File: src/rtl/noc_pkt_tx.sv
// noc_pkt_tx: packet injector that drives the write side of a NoC input FIFO.
// A packet is one head flit followed by PKTLEN body flits, and the last body
// flit is tagged as the tail. A packet starts only when ordy shows room for
// the whole packet, so an accepted packet never waits on backpressure.
// Optional build macro NOC_TX_STALL_CNT_EN adds a saturating counter of
// payload-starved BODY cycles on stall_cnt. Without it, stall_cnt is tied to 0.
module noc_pkt_tx #(
  parameter int DATAW  = 33,
  parameter int PKTLEN = 4,
  parameter int DSTW   = 4,
  parameter int SRC_ID = 0
) (
  input  logic              clk,
  input  logic              rst,
  input  logic              pkt_req,
  input  logic [DSTW-1:0]   pkt_dst,
  output logic              pkt_ack,
  input  logic [DATAW-2:0]  pld_data,
  input  logic              pld_valid,
  output logic              pld_rd,
  output logic [DATAW:0]    odata,
  output logic              wr_en,
  input  logic              ordy,
  output logic              busy,
  output logic [15:0]       pkt_cnt,
  output logic [15:0]       stall_cnt
);

  localparam int FW = DATAW + 1;
  localparam int PW = DATAW - 1;
  localparam int BW = (PKTLEN > 1) ? $clog2(PKTLEN) : 1;

  localparam logic [1:0]      T_HEAD = 2'b01;
  localparam logic [1:0]      T_BODY = 2'b00;
  localparam logic [1:0]      T_TAIL = 2'b10;
  localparam logic [DSTW-1:0] SRC    = DSTW'(SRC_ID);
  localparam logic [BW-1:0]   LAST   = BW'(PKTLEN - 1);

  typedef enum logic [1:0] {IDLE, BODY, GAP} state_t;

  state_t        state;
  logic [BW-1:0] beat;
  logic          last_beat;

  // Head flit: destination in the low field, this node's id above it.
  function automatic logic [FW-1:0] head_flit(input logic [DSTW-1:0] dst);
    logic [PW-1:0] pl;
    pl = '0;
    pl[DSTW-1:0]      = dst;
    pl[2*DSTW-1:DSTW] = SRC;
    return {T_HEAD, pl};
  endfunction

  assign last_beat = (beat == LAST);

  // Payload is consumed only while streaming body flits.
  assign pld_rd = (state == BODY) && pld_valid;
  assign busy   = (state != IDLE);

  // Packet sequencer. Flit and strobe outputs are registered.
  always_ff @(posedge clk or posedge rst) begin
    if (rst) begin
      state   <= IDLE;
      odata   <= '0;
      wr_en   <= 1'b0;
      pkt_ack <= 1'b0;
      beat    <= '0;
      pkt_cnt <= '0;
    end else begin
      wr_en   <= 1'b0;
      pkt_ack <= 1'b0;
      case (state)
        IDLE: begin
          if (pkt_req && ordy) begin
            odata   <= head_flit(pkt_dst);
            wr_en   <= 1'b1;
            pkt_ack <= 1'b1;
            beat    <= '0;
            state   <= BODY;
          end
        end
        BODY: begin
          if (pld_valid) begin
            odata <= {(last_beat ? T_TAIL : T_BODY), pld_data};
            wr_en <= 1'b1;
            beat  <= beat + 1'b1;
            if (last_beat) begin
              pkt_cnt <= pkt_cnt + 16'd1;
              state   <= GAP;
            end
          end
        end
        // The GAP cycle lets ordy see the tail before the next head.
        GAP:     state <= IDLE;
        default: state <= IDLE;
      endcase
    end
  end

`ifdef NOC_TX_STALL_CNT_EN
  logic [15:0] stall_q;

  function automatic logic [15:0] sat_inc(input logic [15:0] v);
    return (v == 16'hFFFF) ? v : v + 16'd1;
  endfunction

  // Count BODY cycles that are starved of payload, saturating at the top.
  always_ff @(posedge clk or posedge rst) begin
    if (rst) begin
      stall_q <= '0;
    end else if ((state == BODY) && !pld_valid) begin
      stall_q <= sat_inc(stall_q);
    end
  end

  assign stall_cnt = stall_q;
`else
  assign stall_cnt = '0;
`endif

endmodule

File: config.mk
export PLATFORM = sky130hd
export DESIGN_NAME = noc_pkt_tx
export DESIGN_NICKNAME = d
export VERILOG_FILES = /design/src/rtl/noc_pkt_tx.sv
export SDC_FILE = /design/constraint.sdc
export NUM_CORES = 1
export LEC_CHECK = 0
export CAP_MARGIN = 20
export CORE_UTILIZATION = 44
export CTS_BUF_LIST = sky130_fd_sc_hd__clkbuf_8 sky130_fd_sc_hd__clkbuf_16
export DETAILED_ROUTE_END_ITERATION = 10
export PLACE_DENSITY = 0.86
export SLEW_MARGIN = 40
export SYNTH_ARGS = -nofsm -noshare
export SYNTH_HDL_FRONTEND = slang
export SYNTH_SLANG_ARGS = --single-unit
File: constraint.sdc
create_clock -name clk -period 2.82 [get_ports clk]
set_clock_uncertainty 0.2 [all_clocks]
set_input_delay 0.282 -clock clk [delete_from_list [all_inputs] [get_ports clk]]
set_output_delay 0.282 -clock clk [all_outputs]
set_load 0.005 [all_outputs]
==> results.toml <==
[outcome]
status = "completed"

[critical_path]
path_class = "register to primary output"
crit_path_start_kind = "register"
r2r_start = "beat[0]"
timing.rr.end = "pkt_cnt[9]"
rr_worst_depth = 5
worstSetupEndpoint = "pld_rd"
r2r_slack_ns = 1.04
critPathRequiredTime_ns = 2.34
cp-end-kind = "primary output"
cp_max_fo = 5
cp.arrival_ns = 1.66
startpoint = "state[1]"

[global_route]
grt_max_degree = 30
grt_remaining_overflow = 0
grt_pass1_wl_um = 7810
grt_util_met3 = 0.0635
first_global_vias = 1745
use_met1 = 0.213
antenna_found_initial = 0
gr-usage-all-layers = 0.181
use_met2 = 0.314
grt.busiest_layer = "met2"

[sta]
rsz0062_at_grt = "no"
fin_crit_sh = 0.759
period_needed_ns = 2.14
setup_violations = 0
hold_violations = 0
clock.fmax_ghz = 0.467
slew_viol_final = 0
setup-tns-final_ns = 0

[drt]
dr.pass1.iters = 4
avgRoutedWirePerCell_um = 12.5
routed_wl_um = 4860
viasPerCell = 4.67
drcViolationCount = 0
vias = 1817
ant_nets = 0
drt_iter0_drc = 68

[clock_network]
cts_max_path_buffers = 2
cts_tree = "yes"
clock_latency_ns = 0.30
cts.clk_slew.worst_paths_ns = 0.10
numCtsBuffers = 5
numClockSinks = 56
h-tree-depth = 2
root_buffer = "clkbuf_8"

[worst_hold_path]
hold_path.class = "register to register"
hold_path.startpoint = "pkt_cnt[10]"
whs_path_depth = 1

[synthesis]
yosys_warnings = 0
synthesis.instances = 220
synth_area_sq_um = 2380
syn_avg_cell_area_sq_um = 10.8
yosys.cell_types.count = 29
ys_seq_area_frac = 0.588
synth_seq_cells = 56

[die]
core_sq_um = 5170
rows = 26
die_area_sq_um = 5720
io_pins = 111
die_height_um = 75.6
initial_core_util = 0.461
chipWidth_um = 75.6

[final_layout]
diodes = 0
nets = 361
drive_gt1_frac = 0.0596
final_common_cell = "clkdlybuf4s50_1"
fill_cells = 405
area_delta_synth_final_pct = 45.1
stdcell_area_sq_um = 3460
final_cell_mix = "94 x clkdlybuf4s50_1, 56 x dfrtp_1, 54 x nand2_1"

[power]
power_density_nw_per_um2 = 815
ir_worst_vdd_uv = 553
power_leakage_nw = 1.64

[placement]
gp_congestion = 0.707
placed_area_sq_um = 3350
place_hpwl_um = 3670
port_buffers = 94

[flow_run]
cap_violations = 0
[state kept, by name, indices dropped and copies added, names as in the netlist]
signal	count
beat	2
odata	34
pkt_ack	1
pkt_cnt	16
state	2
wr_en	1
[logic make-up after synthesis]
kind of cell             synth area share
AND/OR/NAND/NOR                     0.154
flip-flops                          0.588
AO/OA/AOI/OAI                      0.0986
buffers and inverters              0.0756
XOR/XNOR                           0.0551
multiplexers                       0.0168
adder cells (fa/ha/maj)            0.0105
other                             0.00157
[worst max-delay path, cell delays in order, from the launching register on]
cell and delay (ns):
dfrtp_1 0.42, and2b_1 0.22, nand2_1 0.10, inv_1 0.10
clkdlybuf4s50_1 0.51
[synthesized netlist by cell type]
| cell | count | share of area |
|---|---|---|
| dfrtp_1 | 56 | 0.59 |
| nand2_1 | 54 | 0.085 |
| o21ai_0 | 19 | 0.040 |
| buf_4 | 16 | 0.050 |
| a22o_1 | 12 | 0.044 |
| xnor2_1 | 10 | 0.037 |
| buf_2 | 6 | 0.013 |
| inv_1 | 5 | 0.0079 |
| xor2_1 | 5 | 0.018 |
| mux2i_1 | 4 | 0.017 |
| nand3_1 | 4 | 0.0084 |
| nand4_1 | 3 | 0.0079 |
| o21ai_1 | 3 | 0.0063 |
| a21o_1 | 2 | 0.0063 |
| and3_1 | 2 | 0.0052 |
| and4_1 | 2 | 0.0073 |
| clkbuf_1 | 2 | 0.0031 |
| ha_1 | 2 | 0.010 |
| nor2_1 | 2 | 0.0031 |
| nor3_4 | 2 | 0.014 |
| a21oi_1 | 1 | 0.0021 |
| and2b_1 | 1 | 0.0031 |
| buf_1 | 1 | 0.0016 |
| conb_1 | 1 | 0.0016 |
| nand3b_1 | 1 | 0.0031 |
| nand4b_4 | 1 | 0.010 |
| nor3_1 | 1 | 0.0021 |
| or2_1 | 1 | 0.0026 |
| or2_2 | 1 | 0.0026 |
[final cells by class]
| cell class | instances | area, sq um | share of cell area |
|---|---|---|---|
| timing repair buffer | 101 | 996 | 0.288 |
| multi-input combinational | 149 | 860 | 0.248 |
| tap | 70 | 87.6 | 0.0253 |
| inverter | 5 | 18.8 | 0.00542 |
| clock inverter | 2 | 15.0 | 0.00434 |
| clock buffer | 6 | 82.6 | 0.0239 |
| sequential | 56 | 1400 | 0.405 |
[per-stage QoR]
stage	setup WS, ns	hold slack (ns)	util	total power [mW]	cells
floorplan	0.967	0.206	-	1.73	235
global placement	0.754	0.262	0.648	2.37	380
detailed placement	0.742	0.270	0.648	2.41	380
CTS	0.666	0.288	0.669	2.86	389
global route	0.598	0.309	0.669	3.03	389
finish	0.680	0.286	0.669	2.82	389
[how the worst min path moves through the flow]
stage	to	slack, ns
2_1_floorplan	pkt_ack	0.21
3_3_place_gp	odata[12]	0.26
3_5_place_dp	odata[9]	0.27
4_1_cts	pkt_cnt[15]	0.29
5_1_grt	odata[32]	0.31
6_report	pkt_cnt[10]	0.29
[repair_timing]
action / CTS / global route
endpoints found under the hold margin: 6 / 0
resized for setup: 0 / 0
setup buffers: 0 / 0
hold buffers: 1 / 0
[per-layer routing]
metal | routed length [um] | up-vias
met3 | 372 | 6
met1 | 2020 | 846
met5 | 0 | -
li1 | - | 891
met4 | 80 | 0
met2 | 2380 | 74
[where the power goes]
part	internal (mW)	total, mW	switching (mW)
logic	0.688	1.14	0.455
registers	1.07	1.23	0.168
clock network	0.199	0.445	0.246
total	1.95	2.82	0.869
Note: power is estimated with default switching activity, not from simulation.
